===== config.mk =====
export PLATFORM = sky130hd
export DESIGN_NAME = pcie_tx_arbiter
export DESIGN_NICKNAME = d
export VERILOG_FILES = /design/src/rtl/pcie_tx_pkg.sv /design/src/rtl/pcie_tx_arbiter.sv
export SDC_FILE = /design/constraint.sdc
export NUM_CORES = 1
export LEC_CHECK = 0
export ABC_CLOCK_PERIOD_IN_PS = 2000
export BUFFER_PORTS_ARGS = -buffer_cell sky130_fd_sc_hd__buf_2
export CORE_AREA = 2 2 91 93
export DETAILED_ROUTE_END_ITERATION = 10
export DIE_AREA = 0 0 93 95
export SYNTH_ARGS = -nofsm -noshare
export SYNTH_HDL_FRONTEND = slang
export SYNTH_SLANG_ARGS = --single-unit

===== constraint.sdc =====
create_clock -name user_clk -period 2 [get_ports user_clk]
set_input_delay 0 -clock user_clk [delete_from_list [all_inputs] [get_ports user_clk]]
set_output_delay 0 -clock user_clk [all_outputs]
set_load 0.01 [all_outputs]

===== src/rtl/pcie_tx_pkg.sv =====
// Shared state encoding, grant indices and beat widths for the PCIe transmit arbiter.
package pcie_tx_pkg;

  localparam int DATA_W  = 64;
  localparam int KEEP_W  = DATA_W / 8;

  localparam int GNT_CPL = 0;
  localparam int GNT_WR  = 1;

  typedef enum logic [1:0] {
    ST_IDLE  = 2'd0,
    ST_CPL   = 2'd1,
    ST_WR    = 2'd2,
    ST_FLUSH = 2'd3
  } arb_state_t;

endpackage


===== src/rtl/pcie_tx_arbiter.sv =====
// Packet-level round-robin arbiter putting CPL and WR TLP sources onto the PCIe TX stream.
// Zero-latency datapath while granted, one idle cycle between TLPs, drains the source on link loss.
module pcie_tx_arbiter
  import pcie_tx_pkg::*;
(
  input  logic              user_clk,
  input  logic              user_reset,
  input  logic              user_lnk_up,

  input  logic [DATA_W-1:0] cpl_tdata,
  input  logic [KEEP_W-1:0] cpl_tkeep,
  input  logic              cpl_tlast,
  input  logic              cpl_tvalid,
  output logic              cpl_tready,

  input  logic [DATA_W-1:0] wr_tdata,
  input  logic [KEEP_W-1:0] wr_tkeep,
  input  logic              wr_tlast,
  input  logic              wr_tvalid,
  output logic              wr_tready,

  output logic [DATA_W-1:0] s_axis_tx_tdata,
  output logic [KEEP_W-1:0] s_axis_tx_tkeep,
  output logic              s_axis_tx_tlast,
  output logic              s_axis_tx_tvalid,
  input  logic              s_axis_tx_tready,
  output logic              tx_src_dsc,

  input  logic              cfg_to_turnoff,
  output logic              cfg_turnoff_ok,

  output logic [1:0]        grant
);

  arb_state_t r_state, w_state_nxt;
  logic       r_src, w_src_nxt;   // 1: WR owns the grant, 0: CPL
  logic       r_last_cpl;         // CPL finished the previous TLP, so WR wins the next tie
  logic       r_beat_seen;
  logic       r_dsc;
  logic       r_turnoff_ok;
  logic       w_enter_flush;
  logic       w_busy, w_flush, w_src_vld, w_src_last, w_accept, w_drain, w_done;

  assign w_busy     = (r_state == ST_CPL) || (r_state == ST_WR);
  assign w_flush    = (r_state == ST_FLUSH);
  assign w_src_vld  = r_src ? wr_tvalid : cpl_tvalid;
  assign w_src_last = r_src ? wr_tlast  : cpl_tlast;
  assign w_accept   = w_busy && w_src_vld && s_axis_tx_tready;
  assign w_drain    = w_flush && w_src_vld;
  assign w_done     = (w_accept || w_drain) && w_src_last;

  assign s_axis_tx_tdata  = r_src ? wr_tdata : cpl_tdata;
  assign s_axis_tx_tkeep  = r_src ? wr_tkeep : cpl_tkeep;
  assign s_axis_tx_tlast  = w_src_last;
  assign s_axis_tx_tvalid = w_busy && w_src_vld;

  // While flushing, the owner is drained at full rate and nothing reaches the core.
  assign cpl_tready = !r_src && ((w_busy && s_axis_tx_tready) || w_flush);
  assign wr_tready  =  r_src && ((w_busy && s_axis_tx_tready) || w_flush);

  assign tx_src_dsc     = r_dsc;
  assign cfg_turnoff_ok = r_turnoff_ok;

  always_comb begin
    grant = 2'b00;
    if (w_busy || w_flush) begin
      if (r_src) grant[GNT_WR]  = 1'b1;
      else       grant[GNT_CPL] = 1'b1;
    end
  end

  always_comb begin
    w_state_nxt   = r_state;
    w_src_nxt     = r_src;
    w_enter_flush = 1'b0;
    case (r_state)
      ST_IDLE: begin
        if (user_lnk_up && !cfg_to_turnoff) begin
          if (cpl_tvalid && (!wr_tvalid || !r_last_cpl)) begin
            w_state_nxt = ST_CPL;
            w_src_nxt   = 1'b0;
          end else if (wr_tvalid) begin
            w_state_nxt = ST_WR;
            w_src_nxt   = 1'b1;
          end
        end
      end
      ST_CPL, ST_WR: begin
        if (w_done) begin
          w_state_nxt = ST_IDLE;
        end else if (!user_lnk_up) begin
          // An untouched packet is simply retried later; a started one must be discarded.
          if (r_beat_seen || w_accept) begin
            w_state_nxt   = ST_FLUSH;
            w_enter_flush = 1'b1;
          end else begin
            w_state_nxt = ST_IDLE;
          end
        end
      end
      ST_FLUSH: begin
        if (w_done) w_state_nxt = ST_IDLE;
      end
      default: w_state_nxt = ST_IDLE;
    endcase
  end

  always_ff @(posedge user_clk) begin
    if (user_reset) begin
      r_state      <= ST_IDLE;
      r_src        <= 1'b0;
      r_last_cpl   <= 1'b0;
      r_beat_seen  <= 1'b0;
      r_dsc        <= 1'b0;
      r_turnoff_ok <= 1'b0;
    end else begin
      r_state      <= w_state_nxt;
      r_src        <= w_src_nxt;
      r_dsc        <= w_enter_flush;
      r_turnoff_ok <= (r_state == ST_IDLE) && cfg_to_turnoff;
      r_beat_seen  <= w_busy && !w_done && (r_beat_seen || w_accept);
      if (w_done) r_last_cpl <= !r_src;
    end
  end

endmodule


==> results of run 1 <==
## final cells by class
cell class,instances,share of cell area [%]
tap,105,5.01
clock buffer,4,1.72
timing repair buffer,236,45.5
antenna,1,0.0954
sequential,7,5.48
inverter,6,0.858
multi-input combinational,113,41.3
## synthesized netlist by cell type, types with 2 or more instances
cell type	instances
buf_2	9
a31oi_1	2
nor2_1	6
a311oi_1	3
inv_1	6
dfxtp_1	7
a21oi_1	3
ha_1	2
nor2b_1	3
nand2b_1	2
mux2_2	73
nand2_1	5
## registers in the layout (all words and copies together) (netlist names)
register / flops
r_src: 1
tx_src_dsc: 1
r_beat_seen: 1
r_last_cpl: 1
r_state: 2
cfg_turnoff_ok: 1
## cells by family after synthesis
kind of cell	after synthesis
compound gates	17
buf+inv	15
fa+ha+maj	2
simple gates	20
mux	74
flops	7
## power by group
group | leakage, uW | total (uW) | internal, uW | switching [uW]
clock | 0.0000228 | 193 | 137 | 55.3
combinational | 0.00133 | 872 | 462 | 411
sequential | 0.0000580 | 189 | 168 | 21.3
## worst max-delay path, cell delays in order (launching register included)
cell and delay, ps:
dfxtp_4 430, buf_4 270, buf_4 280, mux2_2 370, buf_2 140
## stage by stage
step	instance area, sq um	hold WS (ps)	cells	power, uW	setup slack [ps]
2_1_floorplan	1290	71.6	135	700	612
3_3_place_gp	2570	213	466	1060	511
3_5_place_dp	2570	214	466	1070	497
4_1_cts	2620	15.8	471	1270	247
5_1_grt	2620	39.5	471	1370	173
6_report	2620	16.9	472	1250	264
## final timing paths
check	start	endpoint	slack, ps	cells past startpoint
worst max-delay path	r_src$_SDFFE_PP0P_	s_axis_tx_tdata[35]	260	4
worst min-delay path	cfg_to_turnoff	cfg_turnoff_ok$_SDFF_PP0_	20	3
worst max register to register	r_state[0]$_SDFFE_PP0P_	r_state[0]$_SDFFE_PP0P_	500	6
worst min register to register	r_last_cpl$_SDFFE_PP0P_	r_last_cpl$_SDFFE_PP0P_	510	2
## layer usage
| metal | vias up | routed length, um | GRT usage (%) |
|---|---|---|---|
| met5 | - | 10 | 0 |
| met3 | 4 | 746 | 3.03 |
| met2 | 147 | 2680 | 18.8 |
| met1 | 860 | 2190 | 13.7 |
| li1 | 971 | - | - |
| met4 | 2 | 36 | 2.21 |
## repair_timing
action | 4_1_cts | 5_1_grt
setup endpoints to repair | 0 | 0
hold endpoints to repair | 1 | 0
hold buffers | 1 | 0
## cells in the final DEF (no fill, tap or decap), drive strengths merged, types with 2 or more instances in the layout
| cell type | Yosys | layout |
|---|---|---|
| inv | 6 | 6 |
| a311oi | 3 | 3 |
| nand2 | 5 | 5 |
| ha | 2 | 2 |
| o21ai | 2 | 2 |
| nor2b | 3 | 3 |
| a21oi | 3 | 3 |
| buf | 9 | 235 |
| dfxtp | 7 | 7 |
| a31oi | 2 | 2 |
| mux2 | 73 | 73 |
| clkbuf | 0 | 4 |
| nor2 | 6 | 6 |
| nand2b | 2 | 2 |
==> flow_summary.yaml, run 1 <==
run_status:
  status: "finished clean"
sta:
  max_freq_ghz: 0.576
  slew_headroom_pct: 71.2
  hold_violations: 0
  clock_skew_ps: 0.208
  period_needed_ps: 1740
  max_slew.worst_pin.slew_ps: 432
  fin_crit_sh_pct: 86.8
  finalSetupTns_ps: 0
  setup_violations: 0
  rsz0062_at_grt: "no"
  slew_viol_final: 0
grt:
  grt_first_pass_wirelength_mm: 7.69
  grt.overflow.total: 0
  grt_pass1_vias: 1701
  grt_use_total_pct: 10.9
  grt_max_degree: 38
  grt_antenna_before_repair: 2
clock_network:
  cts.sinks: 7
  htreeDepth: 1
  clockBufferDepth: 2
  clock_latency_ps: 220
  root_buffer: "clkbuf_8"
  clk_pin_slew_ps: 40
  cts_tree: "built"
  post_cts_buffers: 0
  ctsResizeCount: 0
  cts_buffers: 3
logic_synthesis:
  synthDistinctLibCells: 26
  synthTopCellsByArea: "mux2_2, dfxtp_1, buf_2, a311oi_1, ha_1"
  syn_avg_cell_area_sq_um: 9.57
  yosys.area.top_type: "mux2_2"
  synth_nets: 290
  synthAdderAreaFrac_pct: 1.94
  synthSimpleGateAreaFrac_pct: 7.74
  async_reset_ff_share_pct: 0
  synth_xor_area_share_pct: 0
  synth_edf_count: 0
  synth_warnings: 0
  synth_seq_area_share_pct: 10.8
  synth-compound-area-share_pct: 9.87
  ys_dominant_reg_cell: "dfxtp_1"
  synth_cells: 135
  synth_mux_area_share_pct: 64.4
  synth_top_family_by_area: "multiplexers"
  ys_seq_elements: 7
  synth_top_cell_area_share_pct: 63.6
  syn_area_sq_um: 1290
routing:
  wl_per_cell_um: 12.0
  via_count: 1984
  routed_wl_mm: 5.66
  via_per_inst: 4.20
  first_pass_iters: 4
  drt-initial-drc-count: 68
  ant_nets: 0
  drc_errors: 0
floorplan:
  core_area_sq_um: 7930
  initial_utilization_pct: 16.3
  num_rows: 33
  die_h_um: 95
  dieWidth_um: 93
  top_level_ports: 233
  dieArea_sq_um: 8840
pwr:
  max-vdd-ir-drop_mv: 0.172
  power_leakage_uw: 0.00141
  power_per_cell_area_nw_per_um2: 478
placed_design:
  gp_congestion: 0.845
  io_buffers: 232
  hpwl_mm: 5.12
setup_path:
  path_class: "reg2out"
  worstPathArrival_ps: 1740
  worstPathRequired_ps: 2000
  startpoint_type: "register"
  critPathMaxFanout: 17
  end_kind: "output port"
finish:
  area_growth_pct: 103
  n_fill_cell: 829
  final-seq-area_sq_um: 144
  multi_input_area_sq_um: 1080
  fin_util_pct: 33.1
  layout.nets: 522
  drive_above_1_share_pct: 85.5
flow_run:
  drv_cap: 0
worst_hold_path:
  hold_path.class: "in2reg"
No activity file was read; power rests on OpenSTA's default activity.
==> run 2, diff against run 1 <==
--- a/config.mk
+++ b/config.mk
@@ -10,6 +10,7 @@
 export CORE_AREA = 2 2 91 93
 export DETAILED_ROUTE_END_ITERATION = 10
 export DIE_AREA = 0 0 93 95
+export REMOVE_ABC_BUFFERS = 1
 export SYNTH_ARGS = -nofsm -noshare
 export SYNTH_HDL_FRONTEND = slang
 export SYNTH_SLANG_ARGS = --single-unit
==> run 2 against run 1 <==
Net effect: register-to-register slack worse by 40 ps; combinational power increased by 2%; die area unchanged; sequential cell count stayed put; first-iteration DRC count decreased by 49%; clock skew up 4.4 ps; final cell count stayed put; sequential share of layout area hardly changed; critical path type unchanged; largest power group unchanged; highest routed layer unchanged.
==> flow_summary.yaml, run 2 (synthesis results as in run 1) <==
run_status:
  status: "finished clean"
finish:
  top_register: "r_state"
  final_area_sq_um: 2620
  layout.nets: 521
  largest_reg_flops: 2
  n_fill_cell: 861
  area_growth_pct: 103
  fin_util_pct: 33.0
  drive_above_1_share_pct: 85.5
  final-seq-area_sq_um: 144
  layout_common_cells: "buf_2, mux2_2, inv_1, nor2_1, dfxtp_1"
  final_common_cell: "buf_2"
  multi_input_area_sq_um: 1080
placed_design:
  io_buffers: 232
  pre_cts_slack_ps: 475
  hpwl_mm: 6.03
  gp_congestion: 0.775
  placed_area_sq_um: 2560
sta:
  hold_violations: 0
  timing.final.ws_setup_ps: 345
  max_slew.worst_pin.slew_ps: 589
  setup_violations: 0
  max_freq_ghz: 0.604
  rsz0062_at_grt: "no"
  worst_hold_slack_ps: 14.4
  clock_skew_ps: 4.56
  slew_viol_final: 0
  finalSetupTns_ps: 0
  slew_headroom_pct: 60.8
  period_needed_ps: 1660
  fin_crit_sh_pct: 82.8
clock_network:
  post_cts_buffers: 0
  cts_buffers: 3
  cts_tree: "built"
  clockBufferDepth: 2
  cts.sinks: 7
  htreeDepth: 1
  ctsResizeCount: 0
  root_buffer: "clkbuf_8"
  clk_pin_slew_ps: 40
  clock_latency_ps: 230
grt:
  grt.overflow.total: 0
  grt_use_total_pct: 13.5
  grt_max_degree: 51
  use_met3_pct: 5.11
  use_met2_pct: 23.1
  use_met1_pct: 16.1
  top_usage_layer: "met2"
  grt_pass1_vias: 1843
  grt_antenna_before_repair: 3
  grt_first_pass_wirelength_mm: 9.41
setup_path:
  worstPathRequired_ps: 2000
  cp_cell_sequence: "buf_4 > mux2_2 > buf_2"
  cp_slowest_cell: "buf_4"
  cp_top_family: "buffers and inverters"
  startpoint_type: "register"
  path_class: "reg2out"
  cpPeakStageDelay_ps: 480
  critPathBufInv: 2
  end_kind: "output port"
  critPathMaxFanout: 50
  worstPathArrival_ps: 1660
routing:
  drc_errors: 0
  via_per_inst: 4.07
  via_count: 1922
  drt-initial-drc-count: 35
  first_pass_iters: 4
  wl_per_cell_um: 14.2
  routed_wl_mm: 6.69
  ant_nets: 0
pwr:
  power_per_cell_area_nw_per_um2: 486
  power_leakage_uw: 0.00140
  max-vdd-ir-drop_mv: 0.166
floorplan:
  core_area_sq_um: 7930
  dieArea_sq_um: 8840
  initial_utilization_pct: 16.3
  die_h_um: 95
  top_level_ports: 233
  dieWidth_um: 93
  num_rows: 33
worst_hold_path:
  hold_path.class: "in2reg"
flow_run:
  drv_cap: 0
[run 2: changes by cell type in the layout (fill, tap and decap cells not counted)]
| cell | previous run | this run |
|---|---|---|
| buf_4 | 3 | 2 |
| diode_2 | 1 | 2 |
[run 2: timing repair]
item / 4_1_cts / 5_1_grt
hold endpoints to repair: 1 / 0
setup endpoints to repair: 0 / 0
hold buffers: 1 / 0
[run 2: worst reg2reg max path: stages, from the launching register on]
cell      delay [ps]
dfxtp_1          350
inv_1             60
ha_1             310
a21o_1           140
o211ai_1         130
and3_1           220
a311oi_1         240
[run 2: worst paths after layout]
path | from | end | slack (ps) | depth (start not counted)
setup / recovery | r_src$_SDFFE_PP0P_ | s_axis_tx_tdata[53] | 340 | 3
hold / removal | cfg_to_turnoff | cfg_turnoff_ok$_SDFF_PP0_ | 10 | 3
setup reg to reg | r_state[0]$_SDFFE_PP0P_ | r_state[0]$_SDFFE_PP0P_ | 460 | 6
hold reg to reg | r_last_cpl$_SDFFE_PP0P_ | r_last_cpl$_SDFFE_PP0P_ | 540 | 2
[run 2: per-stage QoR]
stage | total power [uW] | std cells
6_report | 1270 | 472
5_1_grt | 1380 | 470
4_1_cts | 1290 | 470
3_5_place_dp | 1080 | 465
3_3_place_gp | 1060 | 465
2_1_floorplan | 697 | 126
[run 2: power breakdown]
part	switching, uW	internal (uW)	total, uW
combinational	427	460	886
clock	63.4	138	202
sequential	18.0	168	186
[run 2: layout make-up]
type	instances	area share, %
Antenna cell	2	0.191
Clock buffer	4	1.72
Inverter	6	0.860
Multi-Input combinational cell	113	41.4
Sequential cell	7	5.49
Tap cell	105	5.02
Timing Repair Buffer	235	45.3
[run 2: routing by layer]
| metal | up-vias | wire length (um) |
|---|---|---|
| met4 | 2 | 51 |
| met3 | 8 | 617 |
| met5 | - | 13 |
| met2 | 87 | 3480 |
| li1 | 969 | - |
| met1 | 856 | 2520 |
